$ cat config.mk
export PLATFORM = sky130hd
export DESIGN_NAME = alu_op_sequencer_flat
export DESIGN_NICKNAME = d
export VERILOG_FILES = /design/src/rtl/alu_seq_pkg.sv /design/src/rtl/alu_op_sequencer_if.sv /design/src/rtl/alu_op_sequencer.sv /design/src/flat_wrapper.sv
export SDC_FILE = /design/constraint.sdc
export NUM_CORES = 1
export LEC_CHECK = 0
export CAP_MARGIN = 25
export CORE_MARGIN = 8
export CORE_UTILIZATION = 45
export CTS_CLUSTER_SIZE = 8
export DETAILED_ROUTE_END_ITERATION = 6
export GPL_ROUTABILITY_DRIVEN = 1
export HOLD_SLACK_MARGIN = 0.08
export PLACE_DENSITY = 0.8
export SLEW_MARGIN = 20
export SYNTH_ARGS = -nofsm -noshare
export SYNTH_HDL_FRONTEND = slang
export SYNTH_SLANG_ARGS = --single-unit
$ cat constraint.sdc
create_clock -name clk -period 2.22 [get_ports clk]
set_input_delay 0.444 -clock clk [delete_from_list [all_inputs] [get_ports clk]]
set_output_delay 0.444 -clock clk [all_outputs]
set_load 0.1 [all_outputs]
$ cat src/rtl/alu_seq_pkg.sv
// rtl/alu_seq_pkg.sv - shared opcode and state definitions for the ALU operand sequencer
//
// Contents:
//   OP_NOT..OP_ADD  opcode values understood by the downstream 4-bit ALU
//   OP_LAST         highest legal opcode; anything above is reported as an error
//   state_t         sequencer FSM states
package alu_seq_pkg;

  localparam logic [2:0] OP_NOT  = 3'b000;
  localparam logic [2:0] OP_AND  = 3'b001;
  localparam logic [2:0] OP_OR   = 3'b010;
  localparam logic [2:0] OP_XOR  = 3'b011;
  localparam logic [2:0] OP_ADD  = 3'b100;
  localparam logic [2:0] OP_LAST = OP_ADD;

  typedef enum logic [2:0] {
    LD_A   = 3'd0,
    LD_B   = 3'd1,
    LD_OP  = 3'd2,
    ISSUE  = 3'd3,
    RESULT = 3'd4
  } state_t;

endpackage

$ cat src/rtl/alu_op_sequencer_if.sv
// rtl/alu_op_sequencer_if.sv - nibble input, ALU drive/capture and result handshake bundle
//
// Signals:
//   in_valid/in_data/in_ready        operand A, operand B, opcode nibbles (in order)
//   alu_a/alu_b/alu_op               registered operands driven to the ALU
//   alu_c/alu_co                     combinational ALU result returned to the sequencer
//   res_valid/res_ready              result handshake
//   res_c/res_co/res_err             captured result, carry and illegal-opcode flag
// Modports:
//   slave   the sequencer side
//   master  the environment side (input producer, ALU, result consumer)
interface alu_op_sequencer_if #(
  parameter int WIDTH = 4,
  parameter int OPW   = 3
);

  logic             in_valid;
  logic [WIDTH-1:0] in_data;
  logic             in_ready;
  logic [WIDTH-1:0] alu_a;
  logic [WIDTH-1:0] alu_b;
  logic [OPW-1:0]   alu_op;
  logic [WIDTH-1:0] alu_c;
  logic             alu_co;
  logic             res_valid;
  logic             res_ready;
  logic [WIDTH-1:0] res_c;
  logic             res_co;
  logic             res_err;

  modport slave (
    input  in_valid, in_data, alu_c, alu_co, res_ready,
    output in_ready, alu_a, alu_b, alu_op, res_valid, res_c, res_co, res_err
  );

  modport master (
    output in_valid, in_data, alu_c, alu_co, res_ready,
    input  in_ready, alu_a, alu_b, alu_op, res_valid, res_c, res_co, res_err
  );

endinterface

$ cat src/rtl/alu_op_sequencer.sv
// rtl/alu_op_sequencer.sv - collects A/B/opcode nibbles, drives the ALU, holds its result
//
// Loads operand A, operand B and an opcode from successive input transfers, holds
// them on alu_a/alu_b/alu_op, samples the ALU's combinational c/co one cycle after
// the opcode lands and presents the result until the consumer takes it.
//
// Ports:
//   clk   in   clock, all state changes on its rising edge
//   rst   in   synchronous active-high reset; returns to LD_A, clears all outputs
//   bus   slave modport of alu_op_sequencer_if (input nibbles, ALU drive/capture,
//              result handshake)
//
// Build option:
//   ACC_CHAIN_EN  when defined, a consumed result is loaded back as operand A and
//                 the next sequence starts by requesting operand B only.
module alu_op_sequencer
  import alu_seq_pkg::*;
#(
  parameter int WIDTH = 4,
  parameter int OPW   = 3
) (
  input logic               clk,
  input logic               rst,
  alu_op_sequencer_if.slave bus
);

  state_t state;
  state_t state_n;
  logic   op_illegal;
  logic   op_is_add;

  assign op_illegal = (bus.alu_op > OPW'(OP_LAST));
  assign op_is_add  = (bus.alu_op == OPW'(OP_ADD));

  always_ff @(posedge clk) begin
    if (rst) begin
      state <= LD_A;
    end else begin
      state <= state_n;
    end
  end

  always_comb begin
    state_n      = state;
    bus.in_ready = 1'b0;
    case (state)
      LD_A: begin
        bus.in_ready = 1'b1;
        if (bus.in_valid) state_n = LD_B;
      end
      LD_B: begin
        bus.in_ready = 1'b1;
        if (bus.in_valid) state_n = LD_OP;
      end
      LD_OP: begin
        bus.in_ready = 1'b1;
        if (bus.in_valid) state_n = ISSUE;
      end
      ISSUE: begin
        state_n = RESULT;
      end
      RESULT: begin
        if (bus.res_ready) begin
`ifdef ACC_CHAIN_EN
          state_n = LD_B;
`else
          state_n = LD_A;
`endif
        end
      end
      default: begin
        state_n = LD_A;
      end
    endcase
  end

  // in_ready is high in exactly the three load states, so in those states a
  // transfer reduces to in_valid alone.
  always_ff @(posedge clk) begin
    if (rst) begin
      bus.alu_a     <= '0;
      bus.alu_b     <= '0;
      bus.alu_op    <= '0;
      bus.res_valid <= 1'b0;
      bus.res_c     <= '0;
      bus.res_co    <= 1'b0;
      bus.res_err   <= 1'b0;
    end else begin
      case (state)
        LD_A: begin
          if (bus.in_valid) bus.alu_a <= bus.in_data;
        end
        LD_B: begin
          if (bus.in_valid) bus.alu_b <= bus.in_data;
        end
        LD_OP: begin
          if (bus.in_valid) bus.alu_op <= bus.in_data[OPW-1:0];
        end
        ISSUE: begin
          // An illegal opcode returns a clean zero result instead of whatever the
          // ALU happens to drive; carry is only meaningful for ADD.
          bus.res_valid <= 1'b1;
          bus.res_err   <= op_illegal;
          bus.res_c     <= op_illegal ? '0 : bus.alu_c;
          bus.res_co    <= op_is_add & bus.alu_co;
        end
        RESULT: begin
          if (bus.res_ready) begin
            bus.res_valid <= 1'b0;
`ifdef ACC_CHAIN_EN
            bus.alu_a     <= bus.res_c;
`endif
          end
        end
        default: begin
        end
      endcase
    end
  end

endmodule
$ cat src/flat_wrapper.sv
// flat-port wrapper written by rule: the top's interface ports become plain ports
module alu_op_sequencer_flat import alu_seq_pkg::*;
#(
  parameter int WIDTH = 4,
  parameter int OPW   = 3
)
  (clk, rst, bus_in_valid, bus_in_data, bus_alu_c, bus_alu_co, bus_res_ready, bus_in_ready, bus_alu_a, bus_alu_b, bus_alu_op, bus_res_valid, bus_res_c, bus_res_co, bus_res_err);
  alu_op_sequencer_if #(.WIDTH(WIDTH), .OPW(OPW)) bus_i ();
  input logic clk;
  input logic rst;
  input wire logic [$bits(bus_i.in_valid)-1:0] bus_in_valid;
  input wire logic [$bits(bus_i.in_data)-1:0] bus_in_data;
  input wire logic [$bits(bus_i.alu_c)-1:0] bus_alu_c;
  input wire logic [$bits(bus_i.alu_co)-1:0] bus_alu_co;
  input wire logic [$bits(bus_i.res_ready)-1:0] bus_res_ready;
  output wire logic [$bits(bus_i.in_ready)-1:0] bus_in_ready;
  output wire logic [$bits(bus_i.alu_a)-1:0] bus_alu_a;
  output wire logic [$bits(bus_i.alu_b)-1:0] bus_alu_b;
  output wire logic [$bits(bus_i.alu_op)-1:0] bus_alu_op;
  output wire logic [$bits(bus_i.res_valid)-1:0] bus_res_valid;
  output wire logic [$bits(bus_i.res_c)-1:0] bus_res_c;
  output wire logic [$bits(bus_i.res_co)-1:0] bus_res_co;
  output wire logic [$bits(bus_i.res_err)-1:0] bus_res_err;
  assign bus_i.in_valid = bus_in_valid;
  assign bus_i.in_data = bus_in_data;
  assign bus_i.alu_c = bus_alu_c;
  assign bus_i.alu_co = bus_alu_co;
  assign bus_i.res_ready = bus_res_ready;
  assign bus_in_ready = bus_i.in_ready;
  assign bus_alu_a = bus_i.alu_a;
  assign bus_alu_b = bus_i.alu_b;
  assign bus_alu_op = bus_i.alu_op;
  assign bus_res_valid = bus_i.res_valid;
  assign bus_res_c = bus_i.res_c;
  assign bus_res_co = bus_i.res_co;
  assign bus_res_err = bus_i.res_err;
  alu_op_sequencer #(.WIDTH(WIDTH), .OPW(OPW)) u_core (.clk(clk), .rst(rst), .bus(bus_i));
endmodule
**Word-level counts from Yosys, hierarchy flattened**

Index checks and enable logic that the tools add are counted.

- Bitwise gates (word level): 1
- Reductions and logical operators: 8
- Mux-type cells: 9
- Eq/ne operators: 9
- Order comparisons: 1

Operators by type and width:

| kind | number |
|---|---|
| $pmux W3 S5 | 1 |
| $mux W3 | 4 |
| $ne A2 B2 Y1 const B | 4 |
| $reduce_and A2 Y1 | 4 |
| $eq A3 B2 Y1 const B | 2 |
| $eq A3 B3 Y1 const B | 2 |
| $mux W4 | 1 |
| $reduce_and A4 Y1 | 1 |
| $eq A3 B1 Y1 const B | 1 |
| $gt A3 B3 Y1 const B | 1 |
| $logic_not A3 Y1 | 1 |
| $reduce_or A3 Y1 | 1 |
| $mux W1 | 2 |
| $pmux W1 S2 | 1 |
| $reduce_bool A2 Y1 | 1 |
| $and A1 B1 Y1 | 1 |

- Bits in registers: 21
- Logic and storage cells: 36
- Output and inout port bits: 19
- Bits of input ports: 13

**Depth between registers and ports, before layout**

Gate-level depths: netlist of the first run.

- Depth after elaboration: 3
- Mapped depth: 5
- Depth with buffers taken out: 3

**Worst setup path before layout of the first run**

No wires, ideal clock.

- Path kind: flip-flop to output port
- Start point: reg u_core.state[1]
- End point: out bus_in_ready
- Path buffers: 1
- Data required time: 1776 ps
- Data arrival time: 1959 ps
- Setup slack: -183 ps
- Stages on the path, launching flop included: 3
- Path through: dfxtp_1 -> buf_2 -> a21oi_1

- Cells in the longest elaborated chain, start to end: 3
- Elaborated cells on any way between the ends: 5
- Classes of those cells: eq/ne: 2; mux: 1; reduce/logical: 2

Ends and longest elaborated chain:

| item | line | text |
|---|---|---|
| from (decl) | alu_op_sequencer.sv:27 | `state_t state;` |
| from (signal assigned) | alu_op_sequencer.sv:39 | `state <= state_n;` |
| $eq A3 B1 Y1, or another cell as far along | alu_op_sequencer.sv:46 | `case (state)` |
| $reduce_or A3 Y1 (no line) (*) | -- |  |
| $mux W1 (*) | alu_op_sequencer.sv:46 |  |
| to (decl) | flat_wrapper.sv:16 | `output wire logic [$bits(bus_i.in_ready)-1:0] bus_in_ready;` |

Mark *: on every way between the ends. The rest lies on a longest branch, timed or not.

**Worst setup path in the final report of the first run**

Same ends and word-level chain as after synthesis.

==> results of run 1 <==
==> through the flow <==
stage / cell area [sq um] / std cells / total power, mW / util
after detailed placement: 1125 / 141 / 0.5790 / 0.6376
after global placement: 1125 / 141 / 0.5760 / 0.6376
final: 1151 / 145 / 0.7462 / 0.6525
after CTS: 1151 / 145 / 0.7525 / 0.6525
after global routing: 1151 / 145 / 0.7796 / 0.6525
after floorplan: 860.8 / 90 / 0.5309 / -
==> routing by layer <==
metal,GRT usage,up-vias
li1,-,372
met1,0.1416,339
met2,0.1769,18
met3,0.04989,2
met4,0.03061,0
met5,0,-
==> Yosys cell counts (all sizes together) <==
master  number
dfxtp       21
nor2        13
mux2i       11
a21oi       10
nand2        7
buf          5
nand3        5
a211oi       2
clkbuf       2
inv          2
nand3b       2
and3b        1
and4bb       1
nand2b       1
nand4        1
nor3         1
nor3b        1
nor4b        1
nor4bb       1
o21ai        1
o31ai        1
==> layout make-up <==
class	count	area [sq um]
fill	158	613.1
inverter	2	7.507
clock buffer	4	26.28
tap	25	31.28
timing repair buffer	33	277.8
multi-input combinational	60	387.9
sequential	21	420.4
==> registers in the layout, indices dropped and copies added, names as in the netlist <==
name,flops
u_core.bus.alu_a,4
u_core.bus.alu_b,4
u_core.bus.res_c,4
u_core.bus.alu_op,3
u_core.state,3
u_core.bus.res_co,1
u_core.bus.res_err,1
u_core.bus.res_valid,1
==> power groups by stage <==
stage                     combinational, mW  clock, mW  sequential [mW]
after detailed placement              0.166          0            0.413
after floorplan                      0.0538          0            0.477
after global routing                  0.173      0.199            0.407
final                                 0.165      0.177            0.404
after global placement                0.164          0            0.412
after CTS                             0.167      0.182            0.404
==> critical path, cell delays in order (launching register included) <==
cell,delay (ns)
dfxtp_1,0.60
a21oi_2,0.10
buf_4,0.24
==> cell families after synthesis <==
logic type / share of synthesized area
simple gates: 0.2292
flops: 0.4905
compound gates: 0.09051
mux: 0.1285
buf+inv: 0.06131
==> path summary, 6_finish.rpt <==
check,from,end,slack [ns]
setup / recovery,u_core.state[1]$_SDFFE_PP0P_,bus_in_ready,0.54
hold reg to reg,u_core.bus.res_c[2]$_SDFFE_PP0P_,u_core.bus.res_c[2]$_SDFFE_PP0P_,0.46
hold / removal,u_core.bus.res_c[2]$_SDFFE_PP0P_,u_core.bus.res_c[2]$_SDFFE_PP0P_,0.46
setup reg to reg,u_core.state[0]$_SDFFE_PP0P_,u_core.bus.alu_b[0]$_SDFFE_PP0P_,0.80
==> metrics, run 1 <==
FMAX 596.4 MHz; YS warnings 0; CTS clk-pin slew, worst paths about 0.11 ns; CP endpoint kind output pin; total track usage 0.1152; TritonCTS Buffers 3; power share of the clock group 0.237; status finished, final reports clean; Cells after Synth 90; Max clock buf depth 2; met3 wire len roughly 150 microns; number of H-tree levels 1; routed length on met1 895 microns; vias in the first global route roughly 720; P_sw roughly 230 uW; synth top area cells dfxtp_1, mux2i_1, a21oi_1; I/O pin total 32; most frequent cells in the layout buf_4, dfxtp_1, nor2_1, clkdlybuf4s50_1, mux2i_1; DR pass1 iterations 2; Worst EP arrival ~1.2 ns; HP Class reg -> reg; max cap viols 0; routed length per instance 13.52 microns; Die Y 59.64 microns; Hold Fails Final Rpt 0; crit share post-route 0.7553; Finish-stage setup viols 0; WL met2 899 microns; Post-Syn Nets between 100 and 150; Post-Route Skew 0.003247 ns; DP Worst Slack approximately 0.37 ns; Area growth, synth to finish 34.31%; die area 3557 sq um; Post-layout nets 134; CP max FO 12; Critical Path Start Type flop; core box area 1764 sq um; gpl congestion around 0.71; crit path time final approximately 1.7 ns; Hold Buf Count CTS 0; critical path type reg -> out; P per Cell Area about 650 nW/um^2; largest net degree at the start of global routing 22; Flop pwr share 0.542; synthesized area 857.1 sq um; Max VDD drop between 0.4 and 0.5 mV; Pins Over Slew Limit 0; vias per cell ~5; drt total wl about 2.0 mm; Fin Hold WS between 0.4 and 0.5 ns; Worst EP required about 1.8 ns; Starting Density 0.4858; diodes inserted 0; Mean Syn Cell Area about 9.5 sq um; Sw Share 0.3107; FF-to-FF path depth 4; FP Rows 15; Seq/Total Area, Yosys 0.4905; Post-DRT Antenna Nets 0; via total after detailed routing 731; CTS tree done; Worst Hold Depth 2; Initial DRC Count 6; setup TNS 0 ns; Root Buffer Master clkbuf_4; # DRC 0; initial antenna violation count 0; Synth Register Bits 21; die width between 50 and 60 microns; DR top layer met4; post-synth top area share 0.4905; layout cells sized above 1 0.2333; post-synth cell types 22; Post-CTS Setup Repair Bufs 0; worst-margin pin slew about 0.47 ns; Post-CTS Resized 0; Yosys top cell by area dfxtp_1; DP Wirelength ~1.5 mm; clk_lat worst skew around 0.29 ns; leak pwr 0.4540 nW; Cell Int Power ~500 uW; Comb pwr share 0.221; first-pass GRT wire length 3.249 mm; total gr overflow 0; Slew HR 0.6836; final worst setup slack around 0.54 ns; clk sinks 21; buffers added on ports 31; RSZ-0062 raised after global routing false
Power figures use the tool's default switching activity.
==> inputs of run 2 (changes only) <==
--- a/config.mk
+++ b/config.mk
@@ -7,12 +7,12 @@
 export LEC_CHECK = 0
 export CAP_MARGIN = 25
 export CORE_MARGIN = 8
-export CORE_UTILIZATION = 45
+export CORE_UTILIZATION = 38
 export CTS_CLUSTER_SIZE = 8
 export DETAILED_ROUTE_END_ITERATION = 6
 export GPL_ROUTABILITY_DRIVEN = 1
 export HOLD_SLACK_MARGIN = 0.08
-export PLACE_DENSITY = 0.8
+export PLACE_DENSITY = 0.72
 export SLEW_MARGIN = 20
 export SYNTH_ARGS = -nofsm -noshare
 export SYNTH_HDL_FRONTEND = slang
==> constraint.sdc (replaced) <==
create_clock -name clk -period 1.4 [get_ports clk]
set_input_delay 0.28 -clock clk [delete_from_list [all_inputs] [get_ports clk]]
set_output_delay 0.28 -clock clk [all_outputs]
set_load 0.1 [all_outputs]
==> run 2 against run 1 <==
Effect of this change:
- sequential share of layout area decreased by 7.7 points
- setup slack got worse by 0.50 ns
- first-iteration DRC count up 67%
- die area increased by 13%
- critical path depth is 1 higher
- critical path type unchanged
- largest cell class is now non-clock buffers
==> metrics, run 2 (same netlist as run 1, synthesis figures left out) <==
worst-margin pin slew around 0.33 ns; Critical R2R Launch u_core.state[1]$_SDFFE_PP0P_; via total after detailed routing between 700 and 800; number of H-tree levels 1; vias in the first global route about 780; P_sw 391.2 uW; Root Buffer Master clkbuf_4; Die Y 63.49 microns; buffers added on ports 31; commonest non-fill, non-tap cell in the layout buf_12; largest net degree at the start of global routing 12; max cap viols 0; DP Wirelength approximately 1.7 mm; total track usage 0.1143; P per Cell Area around 840 nW/um^2; Area after DPL between 1000 and 1500 sq um; routed length per instance 14.46 microns; cells along the critical path buf_6 -> a21oi_4 -> buf_12; FP Rows 17; Sw Share 0.3091; reg2reg setup slack roughly 0.080 ns; HP Class reg -> reg; Comb pwr share 0.266; Worst EP required about 1.1 ns; setup TNS 0 ns; Initial DRC Count 10; core box area roughly 2200 sq um; drt total wl 2.285 mm; Post-layout nets around 140; status finished, final reports clean; CP endpoint kind output pin; CTS clk-pin slew, worst paths ~0.12 ns; Hold Startpoint u_core.bus.res_co$_SDFFE_PP0P_; vias per cell ~4.9; Critical Path Start Type flop; Worst EP arrival roughly 1.1 ns; I/O pin total 32; die width between 60 and 70 microns; Finish-stage setup viols 0; gpl congestion between 0.7 and 0.8; clk sinks 21; power share of the clock group 0.225; # DRC 0; critical path type reg -> out; Max clock buf depth 2; CP max FO 3; biggest regs u_core.bus.alu_a (4), u_core.bus.alu_b (4), u_core.bus.res_c (4); DR pass1 iterations 4; diodes inserted 0; FMAX approximately 740 MHz; initial antenna violation count 0; FF-to-FF path depth 5; Hold Buf Count CTS 0; final instance area around 1500 sq um; total gr overflow 0; Post-Route Skew around 0.0036 ns; most frequent cells in the layout buf_12, dfxtp_1, nor2_1, mux2i_1, clkdlybuf4s50_1; Fin Hold WS between 0.4 and 0.5 ns; Worst Hold Depth 2; layout cells sized above 1 0.3538; R2R Path End u_core.bus.alu_b[1]$_SDFFE_PP0P_; Area growth, synth to finish 75.62%; CTS tree done; crit share post-route 0.9716; first-pass GRT wire length 3.836 mm; die area roughly 4000 sq um; hold endpoint u_core.bus.res_co$_SDFFE_PP0P_; placed insts 151; total power 1.266 mW; Final Non-Filler Cells roughly 160; Starting Density 0.3950; slowest CP cell dfxtp_4; Max VDD drop roughly 0.54 mV; Flop pwr share 0.509; clk_lat worst skew a little under 0.3 ns; leak pwr 0.5724 nW; Cell Int Power just under 900 uW; TritonCTS Buffers 3; Post-DRT Antenna Nets 0; RSZ-0062 raised after global routing true; crit path time final around 1.4 ns; max incr delay on CP approximately 0.36 ns; Pins Over Slew Limit 0; Hold Fails Final Rpt 0; Slew HR 0.7797
[run 2: what timing repair did]
item | CTS | global route
setup buffers | 2 | 2
resized for setup | 8 | 3
pin swaps | 1 | 3
setup endpoints to repair | 2 | 3
[run 2: layer usage]
| metal | up-vias | track usage | routed length [microns] |
|---|---|---|---|
| met5 | - | 0 | 0 |
| met4 | 0 | 0.02507 | 16 |
| met3 | 2 | 0.05477 | 195 |
| met2 | 20 | 0.1901 | 1187 |
| met1 | 363 | 0.1285 | 885 |
| li1 | 389 | - | - |
[run 2: worst max path at each step]
stage	from	end	slack (ns)	cells past startpoint
after floorplan	u_core.state[0]$_SDFFE_PP0P_	bus_in_ready	-0.21	2
after global placement	bus_in_valid	u_core.bus.alu_b[3]$_SDFFE_PP0P_	-0.24	5
after detailed placement	bus_in_valid	u_core.bus.alu_b[1]$_SDFFE_PP0P_	-0.29	5
after CTS	u_core.state[2]$_SDFFE_PP0P_	bus_in_ready	0.008	3
after global routing	u_core.state[2]$_SDFFE_PP0P_	bus_in_ready	-0.003	3
final	u_core.state[2]$_SDFFE_PP0P_	bus_in_ready	0.04	3
[run 2: final cells by class]
cell class | instances | area [sq um]
clock buffer | 4 | 26.28
fill | 167 | 664.4
inverter | 2 | 7.507
multi-input combinational | 60 | 401.6
sequential | 21 | 434.2
tap | 28 | 35.03
timing repair buffer | 43 | 600.6
[run 2: per-stage QoR]
stage | setup WS [ns] | utilization
floorplan | -0.2136 | -
global placement | -0.2443 | 0.6563
detailed placement | -0.2866 | 0.6563
CTS | 0.007828 | 0.6817
global route | -0.003193 | 0.6938
finish | 0.03969 | 0.6938
[run 2: worst max-delay path, delay by kind of cell (launching register included)]
kind	cells	cell delay [ns]
flip-flops	1	0.36
buffers and inverters	2	0.30
AO/OA/AOI/OAI	1	0.13
[run 2: power groups by stage]
stage	registers [mW]	logic, mW	clock network, mW
floorplan	0.757	0.0853	0
global placement	0.659	0.321	0
detailed placement	0.660	0.324	0
CTS	0.643	0.330	0.295
global route	0.647	0.353	0.326
finish	0.644	0.337	0.285
==> RTL edit: new RTL, settings of run 1 <==
`WIDTH` is set to 4 in 3 places; all go to 6.
--- a/src/rtl/alu_op_sequencer_if.sv
+++ b/src/rtl/alu_op_sequencer_if.sv
@@ -11,5 +11,5 @@
 //   master  the environment side (input producer, ALU, result consumer)
 interface alu_op_sequencer_if #(
-  parameter int WIDTH = 4,
+  parameter int WIDTH = 6,
   parameter int OPW   = 3
 );
--- a/src/rtl/alu_op_sequencer.sv
+++ b/src/rtl/alu_op_sequencer.sv
@@ -17,5 +17,5 @@
   import alu_seq_pkg::*;
 #(
-  parameter int WIDTH = 4,
+  parameter int WIDTH = 6,
   parameter int OPW   = 3
 ) (
--- a/src/flat_wrapper.sv
+++ b/src/flat_wrapper.sv
@@ -2,5 +2,5 @@
 module alu_op_sequencer_flat import alu_seq_pkg::*;
 #(
-  parameter int WIDTH = 4,
+  parameter int WIDTH = 6,
   parameter int OPW   = 3
 )
Interface: changed (5 resized); port bits go from 32 to 42. The function was not compared with the original's and may differ.
==> RTL edit against run 1 <==
  * Sequential cell count up 6
  * Final area is 27% higher
  * Power is 29% higher
  * Worst setup slack worse by 63 ps
  * Wire length rose by 30%
  * Area after synthesis increased by 24%
  * Die area rose by 17%
  * Fmax decreased by 3.6%
  * Largest power group unchanged
==> RTL edit: results (changes against run 1) <==
* Run status: completed (unchanged)
* First-pass GRT wire length at 4298 um (was 3249 um)
* Number of DRC markers in iteration 0 at 14 (was 6)
* Headroom to the max-slew limit at 61.22% (was 68.36%)
* Origin of the worst setup path: u_core.state[1] (unchanged)
* DR vias/cell at 5.084 (was 5.041)
* Crit path capture: bus_in_ready (unchanged)
* Fraction of synthesized area in multiplexers at 14.15% (was 12.85%)
* Worst-case register-to-register setup slack at 740 ps (was 800 ps)
* Count of TritonRoute iterations in the first routing pass at 4 (was 2)
* Portion of the post-synthesis area used by sequential elements at 50.94% (was 49.05%)
* Half-perimeter wire length of the detailed placement result at 1959 um (was 1517 um)
* Critical path data arrival time at 1300 ps (was 1230 ps)
* Worst R2R End: u_core.bus.alu_a[0] (was u_core.bus.alu_b[0])
* Final Skew at 14.14 ps (was 3.247 ps)
* Insertion delay of the later-clocked pin in the worst-skew pair at 320 ps (was 290 ps)
* Number of warnings printed during yosys synthesis at 0 (unchanged)
* Port Buffers at 41 (was 31)
* Final net count at 168 (was 134)
* Post-DP Area at 0.001434 mm^2 (was 0.001125 mm^2)
* Detailed route wirelength on metal2 at 1276 um (was 899 um)
* Net count after synthesis at 128 (was 103)
* Worst-case reg-to-reg path depth at 3 (was 4)
* Startpoint of the lowest-slack hold path: u_core.bus.res_c[3] (was u_core.bus.res_c[2])
* Fraction of layout cells with a size suffix above 1 at 23.33% (unchanged)
* Met3 layer wire length in the routed design at 160 um (was 153 um)
* Via count of the first global-routing pass at 903 (was 716)
* Gr usage total at 12.25% (was 11.52%)
* Largest registers: u_core.bus.alu_a (6), u_core.bus.alu_b (6), u_core.bus.res_c (6) (was u_core.bus.alu_a (4), u_core.bus.alu_b (4), u_core.bus.res_c (4))
* Largest net degree at the start of global routing at 28 (was 22)
* Worst r2r src: u_core.state[2] (was u_core.state[0])
* Hold-critical path endpoint: u_core.bus.res_c[3] (was u_core.bus.res_c[2])
* Most frequent cells after synthesis: dfxtp_1, nor2_1, mux2i_1 (unchanged)
* Leakage at 0.5865 nW (was 0.4540 nW)
* Top area cells in the synthesized netlist: dfxtp_1, mux2i_1, nor2_1 (was dfxtp_1, mux2i_1, a21oi_1)
* Maximum vdd drop at 0.5273 mV (was 0.4990 mV)
* Clock Pin Slew Worst Setup and Hold Paths at 160 ps (was 110 ps)
* Routed len/inst at 14.28 um (was 13.52 um)
* Metal1 wirelength at 1067 um (was 895 um)
* Inserted Diodes at 0 (unchanged)
* # resized after CTS at 0 (unchanged)
* Complex-gate fraction of the synthesized area at 8.255% (was 9.051%)
-- RTL edit: cell count changes in the layout (fill, tap and decap cells not counted), sizes merged, moves of 4 or more --
cell,run 1,this run
nor2,13,17
dfxtp,21,27
mux2i,11,15
buf,21,27
clkdlybuf4s50,12,16
-- RTL edit: layout make-up --
cell class	instances	area, um^2
multi-input cells	74	475.5
clock inverters	1	8.758
fillers	191	747.0
well taps	28	35.03
inverters	2	7.507
clock buffers	3	22.52
repair buffers	43	375.4
flip-flops and latches	27	540.5
-- RTL edit: report_power, final --
part	internal [mW]	total, mW	leakage, nW	switching, mW
Combinational	0.0736	0.226	0.349	0.152
Sequential	0.502	0.520	0.219	0.0177
Clock	0.0731	0.219	0.0183	0.146
-- RTL edit: per-layer routing --
metal / vias up / GRT usage (%)
met1: 415 / 14.81
met4: 0 / 2.997
met2: 26 / 20.25
li1: 460 / -
met3: 4 / 4.296
met5: - / 0
-- RTL edit: through the flow --
| step | worst slack (ps) | utilization [%] | hold slack (ps) | cells | power (mW) |
|---|---|---|---|---|---|
| 2_1_floorplan | 442.3 | - | 528.8 | 111 | 0.6900 |
| 3_3_place_gp | 313.7 | 64.82 | 441.0 | 174 | 0.7531 |
| 3_5_place_dp | 253.1 | 64.82 | 450.4 | 174 | 0.7564 |
| 4_1_cts | 473.7 | 66.23 | 469.0 | 178 | 0.9780 |
| 5_1_grt | 389.9 | 66.23 | 497.9 | 178 | 1.014 |
| 6_report | 479.9 | 66.23 | 470.0 | 178 | 0.9645 |
-- RTL edit: worst max-delay path, stage by stage, from the launching register on --
cell and delay (ps):
dfxtp_1 640, a21oi_2 140, buf_12 190
